`config.mk`:
```
export PLATFORM = sky130hd
export DESIGN_NAME = hosted_sys_mem_sched_flat
export DESIGN_NICKNAME = d
export VERILOG_FILES = /design/src/rtl/hosted_sys_mem_sched_if.sv /design/src/rtl/hosted_sys_mem_sched.sv /design/src/flat_wrapper.sv
export SDC_FILE = /design/constraint.sdc
export NUM_CORES = 1
export LEC_CHECK = 0
export ABC_CLOCK_PERIOD_IN_PS = 3600
export CORE_MARGIN = 2
export CORE_UTILIZATION = 51
export CTS_BUF_LIST = sky130_fd_sc_hd__clkbuf_8
export DETAILED_ROUTE_END_ITERATION = 10
export PLACE_DENSITY = 0.88
export SKIP_LAST_GASP = 1
export SYNTH_ARGS = -nofsm -noshare
export SYNTH_HDL_FRONTEND = slang
export SYNTH_SLANG_ARGS = --single-unit
```
`constraint.sdc`:
```
create_clock -name clk -period 3.6 [get_ports clk]
set_clock_uncertainty 0.15 [all_clocks]
set_input_delay 0.36 -clock clk [delete_from_list [all_inputs] [get_ports clk]]
set_output_delay 0.36 -clock clk [all_outputs]
set_load 0.02 [all_outputs]
```
`src/rtl/hosted_sys_mem_sched_if.sv`:
```
// Bundle of the per-master AXI handshakes, the sys_mem port handshakes and the
// scheduler's select/status outputs for hosted_sys_mem_sched.
interface hosted_sys_mem_sched_if #(
  parameter int NM = 3,
  parameter int SW = (NM > 1) ? $clog2(NM) : 1
);
  logic [NM-1:0]   s_arvalid, s_arready, s_rvalid, s_rready;
  logic [NM-1:0]   s_awvalid, s_awready, s_wvalid, s_wready, s_wlast;
  logic [NM-1:0]   s_bvalid, s_bready;
  logic [NM*8-1:0] s_awlen;
  logic            m_arvalid, m_arready, m_rvalid, m_rlast, m_rready;
  logic            m_awvalid, m_awready, m_wvalid, m_wlast, m_wready;
  logic            m_bvalid, m_bready;
  logic [SW-1:0]   rd_sel, wr_sel;
  logic            wlast_err;

  modport slave (
    input  s_arvalid, s_rready, s_awvalid, s_awlen, s_wvalid, s_wlast, s_bready,
    input  m_arready, m_rvalid, m_rlast, m_awready, m_wready, m_bvalid,
    output s_arready, s_rvalid, s_awready, s_wready, s_bvalid,
    output m_arvalid, m_rready, m_awvalid, m_wvalid, m_wlast, m_bready,
    output rd_sel, wr_sel, wlast_err
  );

  modport master (
    output s_arvalid, s_rready, s_awvalid, s_awlen, s_wvalid, s_wlast, s_bready,
    output m_arready, m_rvalid, m_rlast, m_awready, m_wready, m_bvalid,
    input  s_arready, s_rvalid, s_awready, s_wready, s_bvalid,
    input  m_arvalid, m_rready, m_awvalid, m_wvalid, m_wlast, m_bready,
    input  rd_sel, wr_sel, wlast_err
  );
endinterface

```
`src/rtl/hosted_sys_mem_sched.sv`:
```
// Burst-atomic round-robin scheduler for the shared sys_mem AXI port. Independent
// read and write engines; selects are exported to drive external payload muxes.
module hosted_sys_mem_sched #(
  parameter int NM = 3,
  parameter int SW = (NM > 1) ? $clog2(NM) : 1
) (
  input  logic                    clk,
  input  logic                    arst,
  hosted_sys_mem_sched_if.slave   bus
);

  // First requester at or above ptr, wrapping; ptr itself when nobody asks.
  function automatic logic [SW-1:0] rr_pick(input logic [NM-1:0] req, input logic [SW-1:0] ptr);
    int idx;
    logic [SW-1:0] sel;
    sel = ptr;
    for (int k = NM-1; k >= 0; k--) begin
      idx = int'(ptr) + k;
      if (idx >= NM) idx = idx - NM;
      if (req[idx]) sel = SW'(idx);
    end
    return sel;
  endfunction

  function automatic logic [SW-1:0] nxt(input logic [SW-1:0] sel);
    return (int'(sel) == NM-1) ? '0 : sel + 1'b1;
  endfunction

  typedef enum logic [1:0] {R_IDLE, R_ADDR, R_DATA} rstate_t;
  typedef enum logic [1:0] {W_IDLE, W_ADDR, W_DATA, W_RESP} wstate_t;

  rstate_t       rstate;
  wstate_t       wstate;
  logic [SW-1:0] rd_ptr, wr_ptr, rd_sel, wr_sel;
  logic [7:0]    cnt;
  logic          wlast_err;

  logic          ar_hs, r_hs, aw_hs, w_hs, b_hs;

  assign ar_hs = (rstate == R_ADDR) && bus.s_arvalid[rd_sel] && bus.m_arready;
  assign r_hs  = (rstate == R_DATA) && bus.m_rvalid && bus.s_rready[rd_sel];
  assign aw_hs = (wstate == W_ADDR) && bus.s_awvalid[wr_sel] && bus.m_awready;
  assign w_hs  = (wstate == W_DATA) && bus.s_wvalid[wr_sel] && bus.m_wready;
  assign b_hs  = (wstate == W_RESP) && bus.m_bvalid && bus.s_bready[wr_sel];

  always_ff @(posedge clk or posedge arst) begin
    if (arst) begin
      rstate <= R_IDLE;
      rd_ptr <= '0;
      rd_sel <= '0;
    end else begin
      case (rstate)
        R_IDLE: if (|bus.s_arvalid) begin
          rd_sel <= rr_pick(bus.s_arvalid, rd_ptr);
          rstate <= R_ADDR;
        end
        R_ADDR: if (ar_hs) rstate <= R_DATA;
        R_DATA: if (r_hs && bus.m_rlast) begin
          rstate <= R_IDLE;
          rd_ptr <= nxt(rd_sel);
        end
        default: rstate <= R_IDLE;
      endcase
    end
  end

  // cnt holds beats remaining after the current one; zero marks the last beat.
  always_ff @(posedge clk or posedge arst) begin
    if (arst) begin
      wstate    <= W_IDLE;
      wr_ptr    <= '0;
      wr_sel    <= '0;
      cnt       <= '0;
      wlast_err <= 1'b0;
    end else begin
      case (wstate)
        W_IDLE: if (|bus.s_awvalid) begin
          wr_sel <= rr_pick(bus.s_awvalid, wr_ptr);
          wstate <= W_ADDR;
        end
        W_ADDR: if (aw_hs) begin
          cnt    <= bus.s_awlen[8*wr_sel +: 8];
          wstate <= W_DATA;
        end
        W_DATA: if (w_hs) begin
          if (bus.s_wlast[wr_sel] != (cnt == 8'd0)) wlast_err <= 1'b1;
          if (cnt == 8'd0) wstate <= W_RESP;
          else             cnt    <= cnt - 8'd1;
        end
        W_RESP: if (b_hs) begin
          wstate <= W_IDLE;
          wr_ptr <= nxt(wr_sel);
        end
        default: wstate <= W_IDLE;
      endcase
    end
  end

  logic [NM-1:0] s_arready, s_rvalid, s_awready, s_wready, s_bvalid;
  logic          m_arvalid, m_rready, m_awvalid, m_wvalid, m_wlast, m_bready;

  // Handshakes pass straight through to the granted master only.
  always_comb begin
    s_arready = '0;
    s_rvalid  = '0;
    m_arvalid = 1'b0;
    m_rready  = 1'b0;
    case (rstate)
      R_ADDR: begin
        m_arvalid         = bus.s_arvalid[rd_sel];
        s_arready[rd_sel] = bus.m_arready;
      end
      R_DATA: begin
        s_rvalid[rd_sel] = bus.m_rvalid;
        m_rready         = bus.s_rready[rd_sel];
      end
      default: ;
    endcase
  end

  always_comb begin
    s_awready = '0;
    s_wready  = '0;
    s_bvalid  = '0;
    m_awvalid = 1'b0;
    m_wvalid  = 1'b0;
    m_wlast   = 1'b0;
    m_bready  = 1'b0;
    case (wstate)
      W_ADDR: begin
        m_awvalid         = bus.s_awvalid[wr_sel];
        s_awready[wr_sel] = bus.m_awready;
      end
      W_DATA: begin
        m_wvalid         = bus.s_wvalid[wr_sel];
        s_wready[wr_sel] = bus.m_wready;
        m_wlast          = (cnt == 8'd0);
      end
      W_RESP: begin
        s_bvalid[wr_sel] = bus.m_bvalid;
        m_bready         = bus.s_bready[wr_sel];
      end
      default: ;
    endcase
  end

  assign bus.s_arready = s_arready;
  assign bus.s_rvalid  = s_rvalid;
  assign bus.s_awready = s_awready;
  assign bus.s_wready  = s_wready;
  assign bus.s_bvalid  = s_bvalid;
  assign bus.m_arvalid = m_arvalid;
  assign bus.m_rready  = m_rready;
  assign bus.m_awvalid = m_awvalid;
  assign bus.m_wvalid  = m_wvalid;
  assign bus.m_wlast   = m_wlast;
  assign bus.m_bready  = m_bready;
  assign bus.rd_sel    = rd_sel;
  assign bus.wr_sel    = wr_sel;
  assign bus.wlast_err = wlast_err;

endmodule

```
`src/flat_wrapper.sv`:
```
// flat-port wrapper written by rule: the top's interface ports become plain ports
module hosted_sys_mem_sched_flat 
#(
  parameter int NM = 3,
  parameter int SW = (NM > 1) ? $clog2(NM) : 1
)
  (clk, arst, bus_s_arvalid, bus_s_rready, bus_s_awvalid, bus_s_awlen, bus_s_wvalid, bus_s_wlast, bus_s_bready, bus_m_arready, bus_m_rvalid, bus_m_rlast, bus_m_awready, bus_m_wready, bus_m_bvalid, bus_s_arready, bus_s_rvalid, bus_s_awready, bus_s_wready, bus_s_bvalid, bus_m_arvalid, bus_m_rready, bus_m_awvalid, bus_m_wvalid, bus_m_wlast, bus_m_bready, bus_rd_sel, bus_wr_sel, bus_wlast_err);
  hosted_sys_mem_sched_if #(.NM(NM), .SW(SW)) bus_i ();
  input  logic clk;
  input  logic arst;
  input wire logic [$bits(bus_i.s_arvalid)-1:0] bus_s_arvalid;
  input wire logic [$bits(bus_i.s_rready)-1:0] bus_s_rready;
  input wire logic [$bits(bus_i.s_awvalid)-1:0] bus_s_awvalid;
  input wire logic [$bits(bus_i.s_awlen)-1:0] bus_s_awlen;
  input wire logic [$bits(bus_i.s_wvalid)-1:0] bus_s_wvalid;
  input wire logic [$bits(bus_i.s_wlast)-1:0] bus_s_wlast;
  input wire logic [$bits(bus_i.s_bready)-1:0] bus_s_bready;
  input wire logic [$bits(bus_i.m_arready)-1:0] bus_m_arready;
  input wire logic [$bits(bus_i.m_rvalid)-1:0] bus_m_rvalid;
  input wire logic [$bits(bus_i.m_rlast)-1:0] bus_m_rlast;
  input wire logic [$bits(bus_i.m_awready)-1:0] bus_m_awready;
  input wire logic [$bits(bus_i.m_wready)-1:0] bus_m_wready;
  input wire logic [$bits(bus_i.m_bvalid)-1:0] bus_m_bvalid;
  output wire logic [$bits(bus_i.s_arready)-1:0] bus_s_arready;
  output wire logic [$bits(bus_i.s_rvalid)-1:0] bus_s_rvalid;
  output wire logic [$bits(bus_i.s_awready)-1:0] bus_s_awready;
  output wire logic [$bits(bus_i.s_wready)-1:0] bus_s_wready;
  output wire logic [$bits(bus_i.s_bvalid)-1:0] bus_s_bvalid;
  output wire logic [$bits(bus_i.m_arvalid)-1:0] bus_m_arvalid;
  output wire logic [$bits(bus_i.m_rready)-1:0] bus_m_rready;
  output wire logic [$bits(bus_i.m_awvalid)-1:0] bus_m_awvalid;
  output wire logic [$bits(bus_i.m_wvalid)-1:0] bus_m_wvalid;
  output wire logic [$bits(bus_i.m_wlast)-1:0] bus_m_wlast;
  output wire logic [$bits(bus_i.m_bready)-1:0] bus_m_bready;
  output wire logic [$bits(bus_i.rd_sel)-1:0] bus_rd_sel;
  output wire logic [$bits(bus_i.wr_sel)-1:0] bus_wr_sel;
  output wire logic [$bits(bus_i.wlast_err)-1:0] bus_wlast_err;
  assign bus_i.s_arvalid = bus_s_arvalid;
  assign bus_i.s_rready = bus_s_rready;
  assign bus_i.s_awvalid = bus_s_awvalid;
  assign bus_i.s_awlen = bus_s_awlen;
  assign bus_i.s_wvalid = bus_s_wvalid;
  assign bus_i.s_wlast = bus_s_wlast;
  assign bus_i.s_bready = bus_s_bready;
  assign bus_i.m_arready = bus_m_arready;
  assign bus_i.m_rvalid = bus_m_rvalid;
  assign bus_i.m_rlast = bus_m_rlast;
  assign bus_i.m_awready = bus_m_awready;
  assign bus_i.m_wready = bus_m_wready;
  assign bus_i.m_bvalid = bus_m_bvalid;
  assign bus_s_arready = bus_i.s_arready;
  assign bus_s_rvalid = bus_i.s_rvalid;
  assign bus_s_awready = bus_i.s_awready;
  assign bus_s_wready = bus_i.s_wready;
  assign bus_s_bvalid = bus_i.s_bvalid;
  assign bus_m_arvalid = bus_i.m_arvalid;
  assign bus_m_rready = bus_i.m_rready;
  assign bus_m_awvalid = bus_i.m_awvalid;
  assign bus_m_wvalid = bus_i.m_wvalid;
  assign bus_m_wlast = bus_i.m_wlast;
  assign bus_m_bready = bus_i.m_bready;
  assign bus_rd_sel = bus_i.rd_sel;
  assign bus_wr_sel = bus_i.wr_sel;
  assign bus_wlast_err = bus_i.wlast_err;
  hosted_sys_mem_sched #(.NM(NM), .SW(SW)) u_core (.clk(clk), .arst(arst), .bus(bus_i));
endmodule
```
== Word level (Yosys, flattened, before mapping) ==
Index checks and enable logic that the tools add are counted.

* $add $sub $neg: 13
* Order comparisons: 16
* Eq/ne operators: 17
* Shift-type cells: 1
* Mux-type cells: 85
* Bitwise logic cells: 5
* Reduce and logical (&&, ||, !) cells: 27

{| class="wikitable"
|+ Operators with widths
! kind !! number
|-
| two-way mux 32 bit || 18
|-
| < comparator 32 x 4 -> 1 bit (second input constant) || 6
|-
| greater-or-equal comparator 32 x 3 -> 1 bit (second input constant) || 4
|-
| subtractor 32 x 3 -> 32 bit (second input constant) || 4
|-
| two-way mux 2 bit || 16
|-
| two-way mux 1 bit || 26
|-
| binary-select mux 1 bit (select 2 bit) || 12
|-
| two-way mux 8 bit || 3
|-
| variable part select 24 x 6 -> 8 bit || 1
|-
| case mux 8 bit (2 select lines) || 1
|-
| AND 3 bit || 5
|-
| two-way mux 3 bit || 5
|-
| logical AND 1 bit || 13
|-
| inequality test 2 x 1 -> 1 bit (second input constant) || 6
|-
| equality test 2 bit (second input constant) || 5
|-
| zero test 8 bit || 1
|-
| case mux 2 bit (4 select lines) || 1
|-
| AND reduction 2 bit || 4
|-
| subtractor 8 x 1 -> 8 bit (second input constant) || 1
|-
| adder 2 x 1 -> 3 bit (second input constant) || 2
|-
| adder 2 x 2 -> 3 bit (second input constant) || 2
|-
| < comparator 2 x 3 -> 1 bit (second input constant) || 2
|-
| inequality test 2 bit (second input constant) || 3
|-
| case mux 2 bit (3 select lines) || 1
|-
| 13 further kinds || 22
|}

* Register bits: 21
* Word-level logic and storage cells: 172

== Logic depth before layout (Yosys ltp) ==
* Depth in word-level cells: 11
* Gate-level depth with buffers: 9
* Mapped depth without buffers: 7

== Worst setup path before layout ==
Ideal clock, no wire load.

* Path type: register to output
* From: reg u_core.wstate[0]
* To: out bus_s_wready[0]
* Arrival: 1.599 ns
* Required time: 3.090 ns
* Path slack: 1.491 ns
* Stages on the path, launching flop included: 7
* Path through: dfrtp_1 > inv_1 > ha_1 > clkbuf_8 > clkbuf_1 > nand2_1 > nor3_1

* Longest elaborated chain between the ends: 2

{| class="wikitable"
|+ Ends and longest elaborated chain
! item !! RTL line !! source
|-
| start: declaration || hosted_sys_mem_sched.sv:33 || <nowiki>wstate_t wstate;</nowiki>
|-
| start signal: assignment || hosted_sys_mem_sched.sv:70 || <nowiki>wstate <= W_IDLE;</nowiki>
|-
| start signal: assignment || hosted_sys_mem_sched.sv:79 || <nowiki>wstate <= W_ADDR;</nowiki>
|-
| start signal: assignment || hosted_sys_mem_sched.sv:83 || <nowiki>wstate <= W_DATA;</nowiki>
|-
| equality test 2 bit || hosted_sys_mem_sched.sv:129 || <nowiki>case (wstate)</nowiki>
|-
| two-way mux 3 bit || hosted_sys_mem_sched.sv:129 ||
|-
| end: declaration || flat_wrapper.sv:27 || <nowiki>output wire logic [$bits(bus_i.s_wready)-1:0] bus_s_wready;</nowiki>
|}

No other way between the ends.

== Worst setup path after layout ==
* From: reg u_core.wr_sel[0], in the netlist u_core.bus.wr_sel[0]
* To: out bus_m_bready

* Longest elaborated chain between the ends: 3

{| class="wikitable"
|+ Ends and longest elaborated chain
! item !! RTL line !! source
|-
| start: declaration || hosted_sys_mem_sched.sv:34 || <nowiki>logic [SW-1:0] rd_ptr, wr_ptr, rd_sel, wr_sel;</nowiki>
|-
| start signal: assignment || hosted_sys_mem_sched.sv:78 || <nowiki>wr_sel <= rr_pick(bus.s_awvalid, wr_ptr);</nowiki>
|-
| binary-select mux 1 bit (select 2 bit) || hosted_sys_mem_sched.sv:141 || <nowiki>m_bready = bus.s_bready[wr_sel];</nowiki>
|-
| two-way mux 1 bit (not written as such) || hosted_sys_mem_sched.sv:141 ||
|-
| two-way mux 1 bit || hosted_sys_mem_sched.sv:129 ||
|-
| end: declaration || flat_wrapper.sv:34 || <nowiki>output wire logic [$bits(bus_i.m_bready)-1:0] bus_m_bready;</nowiki>
|}

No other way between the ends. The select of a mux whose other input is x is not followed.

==> impl_metrics.env <==
export IMPL_cts_root_buf="clkbuf_8"
export IMPL_synth_edf_count=0
export IMPL_yosysTopAreaCell="dfrtp_1"
export IMPL_hp_class="reg2reg"
export IMPL_grt_setup_unrepaired="false"
export IMPL_maxCapViolations=0
export IMPL_synthArstFlopShare_pct=100
export IMPL_clockBufferDepth=2
export IMPL_num_antenna_cells=0
export IMPL_worstPathArrival_ns=2.27
export IMPL_worstPathCellList="buf_4 -> mux2i_1 -> o2bb2ai_1 -> and2_1 -> clkdlybuf4s50_1"
export IMPL_clock_sinks=21
export IMPL_crit_type="reg2out"
export IMPL_via_per_inst=5.78
export IMPL_cts_resized=0
export IMPL_avgSynthCellArea_um2=8.06
export IMPL_ys_types=59
export IMPL_synth_top_cells_by_count="nand2_1 (33), nor2_1 (27), dfrtp_1 (21)"
export IMPL_seq_area_um2=526
export IMPL_yosysSeqAreaShare_pct=24.4
export IMPL_synth_top_cells_by_area="dfrtp_1 (24%), mux2i_1 (8.8%), ha_1 (7.0%), nand2_1 (5.8%), nor2_1 (4.7%)"
export IMPL_switchingPower_mw=1.11
export IMPL_coreArea_mm2=0.00403
export IMPL_overflow=0
export IMPL_ios=76
export IMPL_crit_path_top_delay_cell="dfrtp_1"
export IMPL_grt_max_degree=22
export IMPL_comb_power_share_pct=69.3
export IMPL_clk_pin_slew_ns=0.08
export IMPL_fmax_ghz=0.359
export IMPL_htree_levels=1
export IMPL_vias=2219
export IMPL_worstPathRequired_ns=3.09
export IMPL_crit_buf_inv=2
export IMPL_routed_wl_um=5710
export IMPL_drt_iter0_drc=81
export IMPL_die_width_um=69.0
export IMPL_period_needed_ns=2.78
export IMPL_totalPowerFinal_mw=2.25
export IMPL_synth_top_cell_area_share_pct=24.4
export IMPL_grt_pass1_vias=1981
export IMPL_yosysMostFrequentCell="nand2_1"
export IMPL_cts_tree="yes"
export IMPL_power_per_cell_area_mw_per_mm2=759
export IMPL_final_cells=384
export IMPL_fin_crit_sh_pct=77.3
export IMPL_drc=0
export IMPL_fin_tns_setup_ns=0
export IMPL_grt_pass1_wl_um=8670
export IMPL_wl_per_cell_um=14.9
export IMPL_die_h_um=69.0
export IMPL_cts_setup_buffers=0
export IMPL_syn_num_nets=329
export IMPL_slew_headroom_pct=47.2
export IMPL_dp_hpwl_um=4560
export IMPL_fin_hold_ws_ns=0.356
export IMPL_portBuffers=75
export IMPL_internal_power_mw=1.14
export IMPL_peakVddDrop_mv=0.375
export IMPL_drive_gt1_share_pct=6.59
export IMPL_maxSlewViolCount=0
export IMPL_hold_viol_final=0
export IMPL_dieArea_mm2=0.00476
export IMPL_pwr_share_clk_pct=7.1
export IMPL_max_slew_worst_pin_slew_ns=0.791
export IMPL_ys_warn_count=0
export IMPL_fp_row_count=23
export IMPL_syn_inst=267
export IMPL_area_delta_synth_final_pct=37.4
export IMPL_crit_family="buffers and inverters"
export IMPL_ys_dominant_reg_cell="dfrtp_1"
export IMPL_drtAntennaViolNets=0
export IMPL_initial_utilization_pct=53.4
export IMPL_end_kind="output pin"
export IMPL_finalSetupViolCount=0
export IMPL_synth_seq_cells=21
export IMPL_dp_cells=380
export IMPL_slowest_delay_ns=0.60
export IMPL_synth_area_mm2=0.00215
export IMPL_fillers=333
export IMPL_status="completed"
export IMPL_grt_util_all_layers_pct=23.7
export IMPL_ctsHoldBuffers=0
export IMPL_nets=397
export IMPL_worstSkewPairLatency_ns=0.26
export IMPL_antenna_found_initial=0
export IMPL_p_sw_share_pct=49.3
export IMPL_numCtsBuffers=3
export IMPL_place_congestion=0.815
export IMPL_crit_path_max_fanout=12
export IMPL_sequentialPowerShare_pct=23.6
export IMPL_leakage_nw=1.17
export IMPL_multi_input_area_mm2=0.00149
export IMPL_first_pass_iters=4
export IMPL_finish_utilization_pct=73.4
export IMPL_critPathLaunchType="flip-flop"
-- flip-flops by register name, summed over array words and instances (netlist names) --
name,cells
u_core.bus.rd_sel,2
u_core.wstate,2
u_core.rd_ptr,2
u_core.rstate,2
u_core.wr_ptr,2
u_core.bus.wr_sel,2
u_core.cnt,8
u_core.bus.wlast_err,1
-- through the flow --
stage	area, um2	setup slack, ns
2_1_floorplan	2150	1.49
3_3_place_gp	2910	1.04
3_5_place_dp	2910	0.964
4_1_cts	2960	0.810
5_1_grt	2960	0.616
6_report	2960	0.818
-- per-layer routing --
| layer | vias to the layer above | track usage, % | share of wire, % |
|---|---|---|---|
| met2 | 88 | 40.1 | 48 |
| met5 | - | 0 | 0 |
| met3 | 8 | 3.57 | 7.9 |
| met1 | 1017 | 31.3 | 42 |
| li1 | 1106 | - | - |
| met4 | 0 | 6.86 | 1.3 |
-- power by group through the flow --
stage	clock (mW)	sequential (mW)	combinational, mW
3_5_place_dp	0	0.528	1.55
2_1_floorplan	0	0.483	1.18
6_report	0.159	0.530	1.56
4_1_cts	0.161	0.525	1.56
3_3_place_gp	0	0.520	1.51
5_1_grt	0.170	0.550	1.73
-- cell usage in the layout (no fill, tap or decap), drive strengths merged, types with 4 or more instances in the layout --
cell           instances
nand2                 35
buf                    4
mux2                   4
o21ai                 14
o221ai                 5
dfrtp                 21
clkdlybuf4s50         75
o22ai                  5
and3                   4
nand2b                 8
nor4                   5
ha                    12
o211ai                 4
nor2b                  5
inv                   14
nor2                  27
o31ai                  4
nor3                  10
a21oi                 10
mux2i                 20
-- cell type report --
cell class	count	area share, %
Timing Repair Buffer	79	26.4
Tap cell	50	2.12
Inverter	14	1.78
Clock buffer	3	1.40
Multi-Input combinational cell	216	50.3
Clock inverter	1	0.254
Sequential cell	21	17.8
-- cell families (layout without fill, tap and decap cells) --
group,count (synthesis),in the layout,synth area share (%)
simple gates,111,111,26.9
compound gates,68,68,23.3
buf+inv,30,97,6.45
mux,24,24,11.6
flops,21,21,24.4
fa+ha+maj,12,12,6.98
xor+xnor,1,1,0.407
-- final timing paths --
| kind | from | end | slack (ns) | cells after the start |
|---|---|---|---|---|
| hold / removal | u_core.bus.wlast_err$_DFFE_PP0P_ | u_core.bus.wlast_err$_DFFE_PP0P_ | 0.36 | 1 |
| min in group asynchronous | arst | u_core.wr_ptr[0]$_DFFE_PP0P_ | 0.40 | 2 |
| setup reg to reg | u_core.wstate[0]$_DFFE_PP0P_ | u_core.cnt[6]$_DFFE_PP0P_ | 1.24 | 7 |
| max in group asynchronous | arst | u_core.cnt[0]$_DFFE_PP0P_ | 2.41 | 2 |
| setup / recovery | u_core.bus.wr_sel[0]$_DFFE_PP0P_ | bus_m_bready | 0.82 | 5 |
| hold reg to reg | u_core.bus.wlast_err$_DFFE_PP0P_ | u_core.bus.wlast_err$_DFFE_PP0P_ | 0.36 | 1 |
-- worst register-to-register path, stage by stage (launching register included) --
cell and delay [ns]:
dfrtp_1 0.40, inv_1 0.09, ha_1 0.35, buf_4 0.25, a31oi_1 0.29, and3_1 0.40
o21ai_2 0.09, a22o_1 0.24
Note: power is estimated with default switching activity, not from simulation.
